==> src/rtl/alu_bist_ctrl.sv <==
// alu_bist_ctrl: on-chip self-test sequencer for the datapath ALU.
//   Fetches {opcode, operand_0, operand_1, expected} vectors from a vector memory,
//   drives them onto the ALU, waits ALU_LATENCY cycles, compares the result
//   bit-for-bit with the golden value and tallies pass / fail / skip counts.
// Ports:
//   clk, rst_n                 clock (rising edge), asynchronous active-low reset
//   start / busy / done / pass run handshake and verdict (pass valid while done)
//   vec_rd_en, vec_addr        one-cycle read request and vector index to memory
//   vec_rd_valid, vec_*        returned vector fields (accepted only while fetching)
//   alu_opcode, alu_operand_*  registered ALU stimulus, held between vectors
//   alu_result                 ALU result sampled in the compare state
//   pass/fail/skip_count       run tallies (ADDR_WIDTH+1 bits, cannot wrap)
//   first_fail_idx             index of the first mismatching vector
module alu_bist_ctrl #(
  parameter int DATA_WIDTH  = 32,
  parameter int ADDR_WIDTH  = 10,
  parameter int NUM_VECTORS = 1000,
  parameter int ALU_LATENCY = 1
) (
  input  logic                  clk,
  input  logic                  rst_n,
  input  logic                  start,
  output logic                  busy,
  output logic                  done,
  output logic                  pass,
  output logic                  vec_rd_en,
  output logic [ADDR_WIDTH-1:0] vec_addr,
  input  logic                  vec_rd_valid,
  input  logic [3:0]            vec_opcode,
  input  logic [DATA_WIDTH-1:0] vec_operand_0,
  input  logic [DATA_WIDTH-1:0] vec_operand_1,
  input  logic [DATA_WIDTH-1:0] vec_expected,
  output logic [3:0]            alu_opcode,
  output logic [DATA_WIDTH-1:0] alu_operand_0,
  output logic [DATA_WIDTH-1:0] alu_operand_1,
  input  logic [DATA_WIDTH-1:0] alu_result,
  output logic [ADDR_WIDTH:0]   pass_count,
  output logic [ADDR_WIDTH:0]   fail_count,
  output logic [ADDR_WIDTH:0]   skip_count,
  output logic [ADDR_WIDTH-1:0] first_fail_idx
);

  localparam int CW = ADDR_WIDTH + 1;
  localparam int LW = (ALU_LATENCY > 1) ? $clog2(ALU_LATENCY) : 1;
  localparam logic [ADDR_WIDTH-1:0] LAST_IDX  = (NUM_VECTORS > 0) ? ADDR_WIDTH'(NUM_VECTORS - 1) : {ADDR_WIDTH{1'b0}};
  localparam logic [LW-1:0]         LAST_WAIT = LW'(ALU_LATENCY - 1);
  localparam logic [CW-1:0]         CNT_ONE   = CW'(1);
  localparam logic [ADDR_WIDTH-1:0] IDX_ONE   = ADDR_WIDTH'(1);
  localparam logic [LW-1:0]         WAIT_ONE  = LW'(1);

  typedef enum logic [2:0] {
    S_IDLE  = 3'd0,
    S_FETCH = 3'd1,
    S_DRIVE = 3'd2,
    S_WAIT  = 3'd3,
    S_CHECK = 3'd4,
    S_NEXT  = 3'd5,
    S_DONE  = 3'd6
  } state_e;

  // Opcodes the ALU implements; anything else is skipped without reaching the ALU.
  function automatic logic op_supported(input logic [3:0] op);
    logic ok;
    case (op)
      4'd0, 4'd1, 4'd2, 4'd3, 4'd4, 4'd6, 4'd7, 4'd8, 4'd9: ok = 1'b1;
      default:                                               ok = 1'b0;
    endcase
    return ok;
  endfunction

  state_e                 state_q, state_d;
  logic [ADDR_WIDTH-1:0]  idx_q, idx_d;
  logic [LW-1:0]          wait_cnt_q, wait_cnt_d;
  logic                   rd_en_q, rd_en_d;
  logic                   busy_q, busy_d;
  logic                   done_q, done_d;
  logic                   pass_q, pass_d;
  logic [3:0]             cap_op_q, cap_op_d;
  logic [DATA_WIDTH-1:0]  cap_a_q, cap_a_d;
  logic [DATA_WIDTH-1:0]  cap_b_q, cap_b_d;
  logic [DATA_WIDTH-1:0]  cap_exp_q, cap_exp_d;
  logic [3:0]             alu_op_q, alu_op_d;
  logic [DATA_WIDTH-1:0]  alu_a_q, alu_a_d;
  logic [DATA_WIDTH-1:0]  alu_b_q, alu_b_d;
  logic [CW-1:0]          pass_cnt_q, pass_cnt_d;
  logic [CW-1:0]          fail_cnt_q, fail_cnt_d;
  logic [CW-1:0]          skip_cnt_q, skip_cnt_d;
  logic [ADDR_WIDTH-1:0]  first_fail_q, first_fail_d;

  // Next-state and next-output logic for the sequencer.
  always_comb begin
    state_d      = state_q;
    idx_d        = idx_q;
    wait_cnt_d   = wait_cnt_q;
    rd_en_d      = 1'b0;
    busy_d       = busy_q;
    done_d       = done_q;
    pass_d       = pass_q;
    cap_op_d     = cap_op_q;
    cap_a_d      = cap_a_q;
    cap_b_d      = cap_b_q;
    cap_exp_d    = cap_exp_q;
    alu_op_d     = alu_op_q;
    alu_a_d      = alu_a_q;
    alu_b_d      = alu_b_q;
    pass_cnt_d   = pass_cnt_q;
    fail_cnt_d   = fail_cnt_q;
    skip_cnt_d   = skip_cnt_q;
    first_fail_d = first_fail_q;

    case (state_q)
      S_IDLE, S_DONE: begin
        if (start) begin
          pass_cnt_d   = {CW{1'b0}};
          fail_cnt_d   = {CW{1'b0}};
          skip_cnt_d   = {CW{1'b0}};
          first_fail_d = {ADDR_WIDTH{1'b0}};
          idx_d        = {ADDR_WIDTH{1'b0}};
          if (NUM_VECTORS == 0) begin
            state_d = S_DONE;
            busy_d  = 1'b0;
            done_d  = 1'b1;
            pass_d  = 1'b1;
          end else begin
            state_d = S_FETCH;
            busy_d  = 1'b1;
            done_d  = 1'b0;
            pass_d  = 1'b0;
            rd_en_d = 1'b1;
          end
        end else begin
          state_d = state_q;
        end
      end
      S_FETCH: begin
        // Data cannot legally return in the request cycle itself, so a valid
        // seen while rd_en is still high is stale and ignored.
        if (vec_rd_valid && !rd_en_q) begin
          cap_op_d  = vec_opcode;
          cap_a_d   = vec_operand_0;
          cap_b_d   = vec_operand_1;
          cap_exp_d = vec_expected;
          if (op_supported(vec_opcode)) begin
            state_d = S_DRIVE;
          end else begin
            skip_cnt_d = skip_cnt_q + CNT_ONE;
            state_d    = S_NEXT;
          end
        end else begin
          state_d = S_FETCH;
        end
      end
      S_DRIVE: begin
        alu_op_d   = cap_op_q;
        alu_a_d    = cap_a_q;
        alu_b_d    = cap_b_q;
        wait_cnt_d = {LW{1'b0}};
        state_d    = S_WAIT;
      end
      S_WAIT: begin
        if (wait_cnt_q == LAST_WAIT) begin
          state_d = S_CHECK;
        end else begin
          wait_cnt_d = wait_cnt_q + WAIT_ONE;
        end
      end
      S_CHECK: begin
        // Case equality so an undriven / X result bit is a mismatch.
        if (alu_result === cap_exp_q) begin
          pass_cnt_d = pass_cnt_q + CNT_ONE;
        end else begin
          fail_cnt_d = fail_cnt_q + CNT_ONE;
          if (fail_cnt_q == {CW{1'b0}}) begin
            first_fail_d = idx_q;
          end else begin
            first_fail_d = first_fail_q;
          end
        end
        state_d = S_NEXT;
      end
      S_NEXT: begin
        if (idx_q == LAST_IDX) begin
          state_d = S_DONE;
          busy_d  = 1'b0;
          done_d  = 1'b1;
          pass_d  = (fail_cnt_q == {CW{1'b0}});
        end else begin
          idx_d   = idx_q + IDX_ONE;
          rd_en_d = 1'b1;
          state_d = S_FETCH;
        end
      end
      default: begin
        state_d = S_IDLE;
        busy_d  = 1'b0;
        done_d  = 1'b0;
      end
    endcase
  end

  // State and output registers.
  always_ff @(posedge clk or negedge rst_n) begin
    if (!rst_n) begin
      state_q      <= S_IDLE;
      idx_q        <= {ADDR_WIDTH{1'b0}};
      wait_cnt_q   <= {LW{1'b0}};
      rd_en_q      <= 1'b0;
      busy_q       <= 1'b0;
      done_q       <= 1'b0;
      pass_q       <= 1'b0;
      cap_op_q     <= 4'd0;
      cap_a_q      <= {DATA_WIDTH{1'b0}};
      cap_b_q      <= {DATA_WIDTH{1'b0}};
      cap_exp_q    <= {DATA_WIDTH{1'b0}};
      alu_op_q     <= 4'd0;
      alu_a_q      <= {DATA_WIDTH{1'b0}};
      alu_b_q      <= {DATA_WIDTH{1'b0}};
      pass_cnt_q   <= {CW{1'b0}};
      fail_cnt_q   <= {CW{1'b0}};
      skip_cnt_q   <= {CW{1'b0}};
      first_fail_q <= {ADDR_WIDTH{1'b0}};
    end else begin
      state_q      <= state_d;
      idx_q        <= idx_d;
      wait_cnt_q   <= wait_cnt_d;
      rd_en_q      <= rd_en_d;
      busy_q       <= busy_d;
      done_q       <= done_d;
      pass_q       <= pass_d;
      cap_op_q     <= cap_op_d;
      cap_a_q      <= cap_a_d;
      cap_b_q      <= cap_b_d;
      cap_exp_q    <= cap_exp_d;
      alu_op_q     <= alu_op_d;
      alu_a_q      <= alu_a_d;
      alu_b_q      <= alu_b_d;
      pass_cnt_q   <= pass_cnt_d;
      fail_cnt_q   <= fail_cnt_d;
      skip_cnt_q   <= skip_cnt_d;
      first_fail_q <= first_fail_d;
    end
  end

  assign busy           = busy_q;
  assign done           = done_q;
  assign pass           = pass_q;
  assign vec_rd_en      = rd_en_q;
  assign vec_addr       = idx_q;
  assign alu_opcode     = alu_op_q;
  assign alu_operand_0  = alu_a_q;
  assign alu_operand_1  = alu_b_q;
  assign pass_count     = pass_cnt_q;
  assign fail_count     = fail_cnt_q;
  assign skip_count     = skip_cnt_q;
  assign first_fail_idx = first_fail_q;

endmodule

==> config.mk <==
export PLATFORM = sky130hd
export DESIGN_NAME = alu_bist_ctrl
export DESIGN_NICKNAME = d
export VERILOG_FILES = /design/src/rtl/alu_bist_ctrl.sv
export SDC_FILE = /design/constraint.sdc
export NUM_CORES = 1
export LEC_CHECK = 0
export BUFFER_PORTS_ARGS = -buffer_cell sky130_fd_sc_hd__buf_2
export CORE_MARGIN = 2
export CORE_UTILIZATION = 49
export CTS_BUF_LIST = sky130_fd_sc_hd__clkbuf_8
export DETAILED_ROUTE_END_ITERATION = 12
export HOLD_SLACK_MARGIN = 0.1
export PLACE_DENSITY = 0.86
export SYNTH_ARGS = -nofsm -noshare
export SYNTH_HDL_FRONTEND = slang
export SYNTH_SLANG_ARGS = --single-unit
export TNS_END_PERCENT = 1
==> constraint.sdc <==
create_clock -name clk -period 2.4 [get_ports clk]
set_clock_uncertainty 0.2 [all_clocks]
set_input_delay 0 -clock clk [delete_from_list [all_inputs] [get_ports clk]]
set_output_delay 0 -clock clk [all_outputs]
set_load 0.1 [all_outputs]
Word level (Yosys, flattened, before mapping)
Memory sizes are Yosys's and may differ from the RTL's.
Index checks and enable logic that the tools add are counted.
{"block": "word_totals", "reg_bits": 229, "mem_bits_ro": 16, "in_bits": 136, "mem_count": 1}
{"block": "op_classes", "add_sub_neg": 5, "eq_ne": 17, "mux": 35, "bitwise": 1, "n_reduce_logical": 19}
{"memory": "(no name shown)", "depth": 16, "width": 1, "read_ports": 1, "rd_ports_with_merged_regs": 0, "wr": 0, "line": "64", "text": "case (op)"}
{"operator": "$pmux 11 s2", "n": 3}
{"operator": "$mux 11", "n": 5}
{"operator": "$mux 10", "n": 4}
{"operator": "$pmux 10 s2", "n": 2}
{"operator": "$add 11x1->11 const B", "n": 3}
{"operator": "$eqx 32x32->1", "n": 1}
{"operator": "$ne 2x2->1 const B", "n": 9}
{"operator": "$pmux 3 s6", "n": 1}
{"operator": "$mux 3", "n": 5}
{"operator": "$reduce_and 3->1", "n": 5}
{"operator": "$logic_not 11->1", "n": 1}
{"operator": "$add 10x1->10 const B", "n": 1}
{"operator": "$eq 10x10->1 const B", "n": 1}
{"operator": "$mux 1", "n": 10}
{"operator": "$eq 3x3->1 const B", "n": 3}
{"operator": "$reduce_and 4->1", "n": 2}
{"operator": "$reduce_bool 2->1", "n": 4}
{"operator": "$eq 3x2->1 const B", "n": 2}
{"operator": "$pmux 1 s2", "n": 3}
{"operator": "$pmux 1 s3", "n": 2}
{"operator": "$reduce_and 2->1", "n": 2}
{"operator": "$reduce_or 4->1", "n": 1}
{"operator": "$eq 3x1->1 const B", "n": 1}
{"operator": "$logic_not 3->1", "n": 1}
{"operator": "other kinds (5)", "n": 5}

Depth between registers and ports, before layout
Gate-level depths: netlist (run 1).
{"block": "depth", "depth_word": 7, "depth_mapped": 8, "mapped_depth_nobuf": 7}

Worst setup path after synthesis (run 1)
No wires, ideal clock.
{"block": "synth_path", "path_type": "reg2reg", "from": "reg idx_q[0] (netlist: vec_addr[0])", "to": "reg idx_q[5] (netlist: vec_addr[5])", "setup_ps": 131, "arrival_time_ps": 2377, "t_required_ps": 2069, "slack_ps": -308, "path_stages_with_launch": 8, "path_cell_list": "dfrtp_1 ha_1 nand4b_1 nor3_1 o21ai_2 nand4_1 xor2_1 nor2_1"}
{"block": "synth_via", "elab_chain_cells": 3, "word_cells_on_any_way": 6}
{"item": "from (decl)", "line": "72", "text": "logic [ADDR_WIDTH-1:0] idx_q, idx_d;"}
{"item": "from (signal assigned)", "line": "205", "text": "idx_q <= {ADDR_WIDTH{1'b0}};"}
{"item": "from (signal assigned)", "line": "224", "text": "idx_q <= idx_d;"}
{"item": "$add 10x1->10 or $eq 10x10->1 (tied branches)", "line": "188, 182"}
{"item": "$mux 10 or $ne 2x2->1 (tied branches)"}
{"item": "$pmux 10 s2 or $reduce_and 3->1 (tied branches)"}
Several ways; a longest one is shown, not always the timed one. The select of a mux whose other input is x is not followed.
A chain may end at the register's enable or synchronous reset.

Worst setup path after layout (run 1)
{"block": "layout_path", "from": "reg cap_exp_q[23]", "to": "reg pass_cnt_q[10] (netlist: pass_count[10])"}
{"block": "layout_via", "elab_chain_cells": 3}
{"item": "from (decl)", "line": "81", "text": "logic [DATA_WIDTH-1:0] cap_exp_q, cap_exp_d;"}
{"item": "from (signal assigned)", "line": "214", "text": "cap_exp_q <= {DATA_WIDTH{1'b0}};"}
{"item": "from (signal assigned)", "line": "233", "text": "cap_exp_q <= cap_exp_d;"}
{"item": "$eqx 32x32->1", "line": "169", "text": "if (alu_result === cap_exp_q) begin"}
{"item": "$ne 2x2->1 (no source line)"}
{"item": "$reduce_and 3->1 (no source line)"}
{"item": "to (signal assigned)", "line": "218", "text": "pass_cnt_q <= {CW{1'b0}};"}
{"item": "to (signal assigned)", "line": "237", "text": "pass_cnt_q <= pass_cnt_d;"}
{"item": "to (decl)", "line": "85", "text": "logic [CW-1:0] pass_cnt_q, pass_cnt_d;"}
Every way passes these cells.

==> results of run 1 <==
## metal layers
layer / track usage [%] / wire, µm / vias to the layer above
li1: - / - / 3663
met1: 32.7 / 11100 / 4082
met2: 51.8 / 16000 / 364
met3: 7.19 / 1970 / 104
met4: 14.4 / 1270 / 2
met5: 0 / 13 / -
## flip-flops by register name, summed over array words and instances, names as in the netlist, 3 cells and up
register	flops
fail_count	11
alu_operand_0	32
skip_count	11
cap_b_q	32
state_q	3
vec_addr	10
cap_op_q	4
cap_exp_q	32
alu_opcode	4
cap_a_q	32
alu_operand_1	32
first_fail_idx	10
pass_count	11
## where the power goes
part / switching [mW] / internal, mW
registers: 1.10 / 5.40
logic: 6.77 / 2.72
clock network: 1.63 / 1.87
total: 9.50 / 9.98
## worst reg2reg max path, delay by kind of cell, from the launching register on
family          cells  cell delay [ns]
compound gates      1             0.24
flops               1             0.40
simple gates        4             1.16
buf+inv             1             0.16
xor+xnor            1             0.16
## stage by stage
stage	TNS (ns)	power (mW)	area [µm²]	std cells
after floorplan	-0.545	13.4	9630	725
after global placement	-0.834	14.9	11400	1247
after detailed placement	-1.70	15.3	11400	1247
after CTS	-0.0816	19.1	14500	1542
after global routing	-0.762	20.2	14600	1552
final	-0.0491	19.5	14600	1553
## logic make-up after synthesis
logic type	share of synthesized area, %
AOI/OAI and AO/OA	5.15
xor gates and xnor gates	4.37
adders and majority gates	0.650
buffers and inverters	1.98
DFF	59.3
muxes	20.3
and+or+nand+nor	8.22
## cell type report
type                       count  area [µm²]  share of cell area, %
antenna                        8        20.0                  0.137
clock buffer                  50         688                   4.71
clock inverter                18        81.3                  0.556
inverter                      11        41.3                  0.283
multi-input combinational    452        3810                   26.1
sequential                   228        5720                   39.1
tap                          265         332                   2.27
timing repair buffer         521        3920                   26.8
## synth_stat cells, types with 6 or more instances
master / instances
sky130_fd_sc_hd__nor4_1: 14
sky130_fd_sc_hd__o21ai_0: 15
sky130_fd_sc_hd__nor2_1: 31
sky130_fd_sc_hd__nand2b_1: 6
sky130_fd_sc_hd__nand2_1: 31
sky130_fd_sc_hd__dfrtp_1: 228
sky130_fd_sc_hd__buf_2: 11
sky130_fd_sc_hd__mux2_2: 171
sky130_fd_sc_hd__nor3_1: 7
sky130_fd_sc_hd__a21oi_1: 12
sky130_fd_sc_hd__nand4_1: 12
sky130_fd_sc_hd__clkbuf_1: 20
sky130_fd_sc_hd__and3_1: 11
sky130_fd_sc_hd__nand3_1: 20
sky130_fd_sc_hd__inv_1: 11
sky130_fd_sc_hd__xor2_1: 44
sky130_fd_sc_hd__a22o_1: 13
## cell usage in the layout (no fill, tap or decap), types with 8 or more instances in the layout
cell type and instances:
sky130_fd_sc_hd__a21oi_1 10, sky130_fd_sc_hd__a22o_1 13, sky130_fd_sc_hd__and3_1 10, sky130_fd_sc_hd__buf_2 259, sky130_fd_sc_hd__buf_4 24, sky130_fd_sc_hd__clkbuf_8 50, sky130_fd_sc_hd__dfrtp_1 219, sky130_fd_sc_hd__dfrtp_2 9
sky130_fd_sc_hd__diode_2 8, sky130_fd_sc_hd__dlygate4sd3_1 226, sky130_fd_sc_hd__inv_1 23, sky130_fd_sc_hd__mux2_2 171, sky130_fd_sc_hd__nand2_1 30, sky130_fd_sc_hd__nand3_1 19, sky130_fd_sc_hd__nand4_1 12, sky130_fd_sc_hd__nor2_1 30
sky130_fd_sc_hd__nor4_1 11, sky130_fd_sc_hd__o21ai_0 13, sky130_fd_sc_hd__xor2_1 44
## worst min-delay path by stage
stage,start,endpoint,slack [ns]
after floorplan,rst_n,alu_opcode[0]$_DFFE_PN0P_,-0.50
after global placement,rst_n,fail_count[7]$_DFFE_PN0P_,-0.19
after detailed placement,rst_n,fail_count[7]$_DFFE_PN0P_,-0.19
after CTS,alu_result[29],pass_count[7]$_DFFE_PN0P_,0.10
after global routing,alu_result[8],pass_count[7]$_DFFE_PN0P_,0.14
final,alu_result[8],pass_count[2]$_DFFE_PN0P_,0.12
## repair_timing
action	4_1_cts	5_1_grt
hold endpoints to repair	356	0
setup endpoints to repair	16	30
hold buffers	226	0
pin swaps	4	24
gates resized for setup	7	21
buffers inserted	1	3
==> flow_results.org, run 1 <==
** Logic synthesis
- After technology mapping, the gate count stands at 725.
- Number of nets produced by synthesis :: 866
- Asr flop ratio synth :: 100%
- The netlist uses 48 different library cells.
- In this run, synthesis produced a sequential element count of 228.
- Summed over all instances, the cell type with the most area after synthesis is sky130_fd_sc_hd__dfrtp_1.
- Fraction of synthesized cell area taken by the top area cell type :: 59.3%
- Sequential element share of the synthesized area :: 59.3%
- In this run, synthesis inferred 0 flip-flops with an integrated enable.
- Netlist area before placement :: 0.00962 mm²
- The Yosys step of the flow raised 0 warnings.
- A synthesized cell averages 13.3 µm².
- By area the synthesized netlist is led by sky130_fd_sc_hd__dfrtp_1 59%, sky130_fd_sc_hd__mux2_2 20%, sky130_fd_sc_hd__xor2_1 4.0%, sky130_fd_sc_hd__nand2_1 1.2%, sky130_fd_sc_hd__nor2_1 1.2%.
- Primary FF master, synth :: sky130_fd_sc_hd__dfrtp_1

** Routing
- In the routed design, unresolved DRC markers number 0.
- Once detail routing completed, the nets flagged for antenna violations numbered 0.
- Total via count in the routed design :: 8215
- Count of routing violations after the opening detailed-route iteration :: 357
- The first detailed-routing pass ran for 4 iterations.
- In the routed layout, each cell is associated on average with a via count of 5.29.
- Average detailed-routed wire length per instance :: 19.5 µm
- Summed over all layers, the routed wires come to 30300 µm.

** Timing
- In the post-route analysis, the smallest setup slack over all paths is -0.0276 ns.
- The number of endpoints with negative hold slack in the final report is 0.
- Count of final setup violators :: 2
- Across all hold checks on the routed design, the worst slack comes to 0.115 ns.
- The number of max-slew violations in the final report is 0.
- At the pin with the least slew margin, the transition time is 0.639 ns.
- Fin crit period :: 2.43 ns
- Max Clk Rate :: 412 MHz
- In the finished design, the share of the clock period the worst path needs comes to 101%.
- Setup repair after global routing missed its margin :: yes
- Worst slew margin :: 57.4%

** Clocking
- Skew-Pair Late Insertion Delay :: 0.54 ns
- Largest buffer count on any clock path :: 3
- TritonCTS built the clock tree.
- CTS H-tree lvls :: 2
- Post-CTS clock slew at the launch and capture registers of the worst setup and hold paths :: 0.06 ns
- TritonCTS created 39 clock buffers.
- CTS saw 228 sinks.
- Root Buffer :: sky130_fd_sc_hd__clkbuf_8

** Setup path
- The worst register-to-register path begins at cap_exp_q[23]$_DFFE_PN0P_.
- Family with the most delay on the worst path :: simple AND/OR/NAND/NOR gates
- Arrival time at the worst endpoint :: 2.64 ns
- Counting cells, the worst reg-to-reg path comes to 7.
- The most critical setup path has its startpoint at cap_exp_q[23]$_DFFE_PN0P_.
- The worst register-to-register path ends at pass_count[10]$_DFFE_PN0P_.
- The most critical setup path has its endpoint at pass_count[10]$_DFFE_PN0P_.
- Of all nets on the critical path, the largest fanout is 4.
- The worst setup path is launched from a register.
- STA puts the critical path data required time at 2.62 ns.
- Slowest CP cell :: sky130_fd_sc_hd__or4_1
- Capturing element type of the critical path :: register
- Counting both buffers and inverters, the worst setup path holds a total of 1.
- Crit. path cell count :: 7
- The critical path goes through xor2_1 > nor4_2 > buf_4 > nand4_1 > or2_4 > or4_1 > a31o_1.
- Critical Setup Path Class :: reg2reg
- The worst register-to-register path has a setup slack of -0.03 ns.
- For this run, the slowest stage of the critical path takes 0.43 ns.

** Floorplan
- Boundary pin count :: 261
- Die Wd :: 144 µm
- Number of placement rows :: 51
- Initial standard-cell utilization of the core :: 49.8%
- Measured along the y axis, the die boundary spans 144 µm.
- Core Area :: 0.0193 mm²
- Floorplan die area :: 0.0208 mm²

** Job
- The tool flagged a number of max-cap violations equal to 0.

** GRT
- The number of global-route vias before repair came to 8893.
- Entering global routing, the biggest net connects 77 pins.
- The first global-routing pass estimated 46700 µm of wire.
- Sum of overflow across all layers after global routing :: 0
- In the global route stage, overall resource usage came out at 29.2%.
- The number of antenna violations at the first check in global routing is 9.

** Layout
- The area growth from synthesis to layout is 51.9%.
- Fin util :: 75.6%
- Fill cell instance count of the final layout :: 1163
- Of the cells placed in the final design, the portion with a size suffix greater than 1 is 43.2%.
- After the last flow step, the layout net total stands at 1394.

** Power
- Total power density per cell area :: 1330 mW/mm²
- The worst-case IR drop observed on VDD is 1.69 mV.
- Static Leak :: 6.92 nW

** Place
- The congestion estimate from routability-driven global placement came to 0.832.
- Estimated wirelength of the detail-placed design :: 16200 µm
- The count of buffers added on input and output ports is 260.
- Worst setup timing slack at the placement stage :: -0.154 ns

** Worst hold path
- Hold/Removal Path Class :: in2reg
- Hold depth :: 7

** Status
- Run status :: finished, violations left
- The final reports fail on setup timing.
Power figures use the tool's default switching activity.
==> inputs of run 2 (changes only) <==
PLACE_DENSITY = 0.78   (was 0.86)
==> flow_results.org, run 2 (synthesized netlist as in run 1, its figures left out) <==
** Timing
- Across all setup checks in the final design, the least slack found is -0.0410 ns.
- Max Clk Rate :: 410 MHz
- Final-layout setup total negative slack :: -0.134 ns
- Final Hold Vio Count :: 0
- Count of final setup violators :: 5
- Measured against its own limit, the worst slew margin works out to 55.1%.
- For the pin with the worst max-slew slack, the measured transition is 0.674 ns.
- The number of max-slew violations in the final report was 0.
- Post-route worst hold slack :: 0.149 ns
- Setup repair after global routing missed its margin :: yes
- Fin crit period :: 2.44 ns
- Dividing the final minimum period by the clock period gives 102%.

** Routing
- Average detailed-routed wire length per instance :: 19.2 µm
- For this block, the routed nets add up to 29800 µm of wire.
- Residual DRC count :: 0
- DR pass1 iterations :: 4
- Count of routing violations after the opening detailed-route iteration :: 333
- Using the TritonRoute via totals, the vias-per-cell ratio works out to 5.29.
- Summing over every cut layer, the via total after detailed routing is 8219.
- Count of antenna-violating nets left after detailed routing :: 0

** Clocking
- The later pin in the worst-skew pair is clocked with a latency of 0.53 ns.
- The clock tree synthesis step divided the H-tree into 2 levels.
- TritonCTS built the clock tree.
- CTS buffer count :: 38
- Root Buffer :: sky130_fd_sc_hd__clkbuf_8
- Post-CTS Setup Repair Bufs :: 0
- Clock-pin slew was measured on the worst setup and hold paths at 0.06 ns.
- Clock sinks :: 228
- Largest buffer count on any clock path :: 3

** Floorplan
- The die is 144 µm wide.
- Core Area :: 0.0193 mm²
- Once the floorplan was initialized, standard cells occupied 49.8% of the core.
- Die boundary height :: 144 µm
- Boundary pin count :: 261
- Number of placement rows :: 51
- The die covers 0.0208 mm².

** Setup path
- Walking the worst path, the cells encountered are xor2_1 > nor4_2 > nand4_1 > or2_4 > buf_8 > or4_4 > nand3_2.
- The critical path in this run is classified as reg2reg.
- STA classifies the critical path endpoint as a register.
- Crit path launch type :: register
- In this design, the stage delay of the slowest critical-path cell is 0.41 ns.
- At the worst endpoint, the required time is 2.66 ns.
- Along the worst path, the maximum fanout reaches 6.
- The most critical setup path has its startpoint at cap_exp_q[26]$_DFFE_PN0P_.
- Slowest CP cell :: sky130_fd_sc_hd__or4_4
- Data arrives at the worst endpoint at 2.70 ns.
- Launch point of the worst reg-to-reg path :: cap_exp_q[26]$_DFFE_PN0P_

** GRT
- Entering global routing, the biggest net connects 83 pins.
- Vias in the first global route :: 8796
- After global routing the overflow that remains totals 0.
- The first global-routing pass estimated 46100 µm of wire.
- Antenna violations before repair :: 4
- Global routing consumed, over all layers together, 28.6% of the routing resources.

** Layout
- Leaving out fill and tap cells, the most frequent cells in the layout are 259 x sky130_fd_sc_hd__buf_2, 226 x sky130_fd_sc_hd__dlygate4sd3_1, 219 x sky130_fd_sc_hd__dfrtp_1.
- Area growth from synthesis to layout :: 52.5%
- In the final layout, the share of cells above drive strength 1 is 43.1%.
- In the final design database the tool counted 1398 nets.
- Fill cell instance count of the final layout :: 1154
- Leaving out fill and tap cells, the most frequent cell in the layout is sky130_fd_sc_hd__buf_2.

** Power
- Summed over all nets, the switching power comes to 9.41 mW.
- Net switching is 49.2% of the power.
- The share of total power dissipated in the clock network is 16.6%.
- VDD sags by at most 1.21 mV.
- Combinational share of power :: 49.7%
- In this run the static leakage power is 6.96 nW.
- Flop pwr share :: 33.7%
- For this design the ratio of total power to cell area is 1300 mW/mm².
- Cell internal power was estimated by the tool at 9.73 mW.
- The design draws 19.1 mW.

** Place
- Port buffering added 260 buffers.
- At the end of routability-driven placement, the weighted congestion stood at 0.848.
- Estimated wirelength of the detail-placed design :: 16100 µm

** Status
- The flow ran to the end, but the final reports show violations.
- Violated checks :: setup timing

** Worst hold path
- Hold/Removal Path Class :: in2reg
- Source of the worst hold timing path :: alu_result[20]

** Job
- Max-capacitance violation count :: 0
==> run 2: worst max-delay path, delay by kind of cell (launching register included) <==
| kind | cells | cell delay, ns |
|---|---|---|
| buffers and inverters | 1 | 0.14 |
| AND/OR/NAND/NOR | 5 | 1.44 |
| XOR/XNOR | 1 | 0.19 |
| flip-flops | 1 | 0.39 |
==> run 2: what timing repair did <==
| action | in CTS | in global routing |
|---|---|---|
| gates cloned | 0 | 2 |
| setup endpoints to repair | 27 | 33 |
| hold buffers | 225 | 1 |
| gates resized for setup | 5 | 32 |
| pin swaps | 12 | 17 |
| hold endpoints to repair | 357 | 1 |
==> run 2: stage by stage <==
step                      instance area [µm²]  instances  setup slack [ns]  utilization [%]
after floorplan                          9630        725           -0.0766                -
after global placement                  11500       1254            -0.144             59.7
after detailed placement                11500       1254            -0.195             59.7
after CTS                               14500       1546           -0.0174             74.9
after global routing                    14700       1552            -0.134             75.9
final                                   14700       1554           -0.0410             75.9
==> run 2: cell type report <==
type,count,area [µm²],share of cell area (%)
Multi-Input combinational cell,453,3870,26.4
Tap cell,265,332,2.26
Sequential cell,228,5720,39.0
Inverter,11,41.3,0.281
Clock buffer,41,564,3.85
Antenna cell,5,12.5,0.0853
Clock inverter,26,111,0.759
Timing Repair Buffer,525,4020,27.4
==> run 2: power groups by stage <==
stage	Combinational, mW	Clock, mW	Sequential (mW)
5_1_grt	9.88	3.42	6.62
4_1_cts	9.24	3.17	6.29
3_3_place_gp	8.77	0	6.24
2_1_floorplan	2.67	0	10.8
3_5_place_dp	8.91	0	6.34
6_report	9.51	3.17	6.45
==> run 2: routing by layer <==
layer	part of all wire [%]	vias up	global-route usage, %
met2	52	333	49.8
met5	0.023	-	0
li1	-	3674	-
met4	4.9	2	14.3
met3	6.1	120	7.19
met1	37	4090	32.7
==> run 2: path summary, 6_finish.rpt <==
| path | to | slack, ns | cells after the start |
|---|---|---|---|
| hold / removal | pass_count[9]$_DFFE_PN0P_ | 0.15 | 8 |
| setup / recovery | pass_count[6]$_DFFE_PN0P_ | -0.04 | 7 |
| setup reg to reg | pass_count[6]$_DFFE_PN0P_ | -0.04 | 7 |
| min in group asynchronous | fail_count[9]$_DFFE_PN0P_ | 0.42 | 3 |
| hold reg to reg | done$_DFFE_PN0P_ | 0.29 | 2 |
| max in group asynchronous | skip_count[4]$_DFFE_PN0P_ | 0.84 | 4 |
==> inputs of run 3 (changes only) <==
RECOVER_POWER = 25   (was unset)
==> flow_results.org, run 3 (synthesized netlist as in run 1, its figures left out) <==
** Status
- Run status :: finished, violations left
- Violated checks :: setup timing

** Routing
- In this run, the number of DRC markers left after iteration 0 of detailed routing was 337.
- Vias per cell :: 5.27
- Dividing the detail-routed wire length by the instance count gives 19.2 µm.
- After detailed routing, the total wire length is 29800 µm.
- For this run, the detailed router's first-pass iteration total came to 4.
- Count of antenna-violating nets left after detailed routing :: 0
- Across all layers, the routed design uses 8188 vias.
- Residual DRC count :: 0

** Place
- At the placement stage, the worst setup path has a slack of -0.195 ns.
- Number of buffers inserted by port buffering :: 260
- Total cell area at the placement stage :: 0.0115 mm²
- Cells after DPL :: 1254
- At the end of routability-driven placement, the weighted congestion stood at 0.848.
- Detailed placement ended at an HPWL of 16100 µm.

** GRT
- Total routing resource utilization after global routing :: 28.6%
- Largest net degree at the start of global routing :: 83
- The number of global-route vias before repair came to 8796.
- Summed over all layers, the global routing overflow is 0.
- The number of antenna violations at the first check in global routing came to 4.
- The first global-routing pass estimated 46100 µm of wire.

** Floorplan
- Initial standard-cell utilization of the core :: 49.8%
- Row generation in the floorplan step produced 51 rows.
- The die covers 0.0208 mm².
- Measured along the x axis, the die boundary spans 144 µm.
- The floorplan step defined a core boundary enclosing 0.0193 mm².
- 261 I/O pins were placed.
- The floorplan step set the die height to 144 µm.

** Setup path
- The critical path is of the reg2reg type.
- The worst register-to-register path has a setup slack of -0.05 ns.
- Capturing element type of the critical path :: register
- Required time at the endpoint of the critical path :: 2.66 ns
- Highest fanout seen on the critical path :: 6
- Arrival time at the worst endpoint :: 2.70 ns
- Crit path launch type :: register

** Clocking
- CTS H-tree lvls :: 2
- The root buffer cell chosen for the clock tree is sky130_fd_sc_hd__clkbuf_8.
- At the later pin of the worst-skew pair, clock insertion delay measures 0.53 ns.
- In this run, CTS created clock tree buffers numbering 38.
- The tree built by TritonCTS fans out to 228 sinks.
- Largest buffer count on any clock path :: 3
- Post-CTS clock slew at the launch and capture registers of the worst setup and hold paths :: 0.06 ns
- TritonCTS built the clock tree.
- Post-CTS Setup Repair Bufs :: 0

** Timing
- For the pin with the worst max-slew slack, the measured transition is 1.22 ns.
- The number of endpoints with negative hold slack in the final report is 0.
- Max Clk Rate :: 409 MHz
- Total count of max-transition violations in the final report :: 0
- Setup repair after global routing could not meet its margin everywhere.
- Post-route worst hold slack :: 0.154 ns
- Measured against its own limit, the worst slew margin works out to 18.9%.
- For the finished layout, the period the worst path requires is 2.45 ns.
- Final-layout setup total negative slack :: -0.166 ns
- After layout, the worst setup slack is -0.0474 ns.
- Of the available clock period, the critical path in the final layout requires 102%.
- Setup violations remaining at the end of the flow were counted as 7.

** Layout
- For this run, the share of the core covered by cells in the final layout is 75.6%.
- From synthesis to final layout, the design area changed by 52.0%.
- The finished layout holds 1553 standard cells, fillers aside.
- Net count reported at finish :: 1398
- Area of all placed cells without fillers :: 0.0146 mm²
- The library cell used most frequently in the layout, excluding fill and tap cells, is sky130_fd_sc_hd__buf_2.
- In the layout the commonest cells are 245 x sky130_fd_sc_hd__buf_2, 226 x sky130_fd_sc_hd__dlygate4sd3_1, 219 x sky130_fd_sc_hd__dfrtp_1.
- Share of post-route cells with drive strength above 1 :: 42.0%

** Job
- Max-capacitance violation count :: 0

** Worst hold path
- Hold/Removal Path Class :: in2reg

** Power
- Summing internal, switching and leakage power gives 19.1 mW.
- Total power density per cell area :: 1310 mW/mm²
- The worst-case IR drop observed on VDD is 1.20 mV.
- Static Leak :: 6.89 nW
-- run 3: layout make-up --
cell class / instances / area [µm²]
Antenna cell: 4 / 10.0
Clock buffer: 41 / 564
Clock inverter: 26 / 111
Fill cell: 1168 / 4720
Inverter: 11 / 41.3
Multi-Input combinational cell: 453 / 3870
Sequential cell: 228 / 5720
Tap cell: 265 / 332
Timing Repair Buffer: 525 / 3970
-- run 3: worst paths after layout --
kind,start,end,cells past startpoint
max in group asynchronous,rst_n,cap_a_q[7]$_DFFE_PN0P_,4
setup / recovery,cap_exp_q[26]$_DFFE_PN0P_,pass_count[6]$_DFFE_PN0P_,7
hold / removal,alu_result[20],pass_count[9]$_DFFE_PN0P_,8
min in group asynchronous,rst_n,fail_count[9]$_DFFE_PN0P_,3
hold reg to reg,done$_DFFE_PN0P_,done$_DFFE_PN0P_,2
setup reg to reg,cap_exp_q[26]$_DFFE_PN0P_,pass_count[6]$_DFFE_PN0P_,7
-- run 3: metal layers --
layer | GRT usage [%] | part of all wire [%] | up-vias
met2 | 49.8 | 52 | 327
li1 | - | - | 3676
met5 | 0 | 0.023 | -
met4 | 14.3 | 4.9 | 2
met3 | 7.19 | 6.1 | 117
met1 | 32.7 | 37 | 4066
-- run 3: timing repair --
action	4_1_cts	5_1_grt
endpoints found under the hold margin	357	1
cloned	0	2
setup endpoints to repair	27	33
hold buffers	225	1
gates resized for setup	5	32
pin swaps	12	17
-- run 3: critical path, stage by stage (launching register included) --
cell and delay [ns]:
sky130_fd_sc_hd__dfrtp_1 0.39, sky130_fd_sc_hd__xor2_1 0.19, sky130_fd_sc_hd__nor4_2 0.40, sky130_fd_sc_hd__nand4_1 0.23
sky130_fd_sc_hd__or2_4 0.32, sky130_fd_sc_hd__buf_8 0.14, sky130_fd_sc_hd__or4_4 0.41, sky130_fd_sc_hd__nand3_2 0.08
-- run 3: report_power, final --
part | switching (mW) | internal, mW | leakage (nW)
registers | 1.06 | 5.40 | 2.81
logic | 6.75 | 2.73 | 3.66
clock network | 1.59 | 1.57 | 0.421
total | 9.40 | 9.70 | 6.89
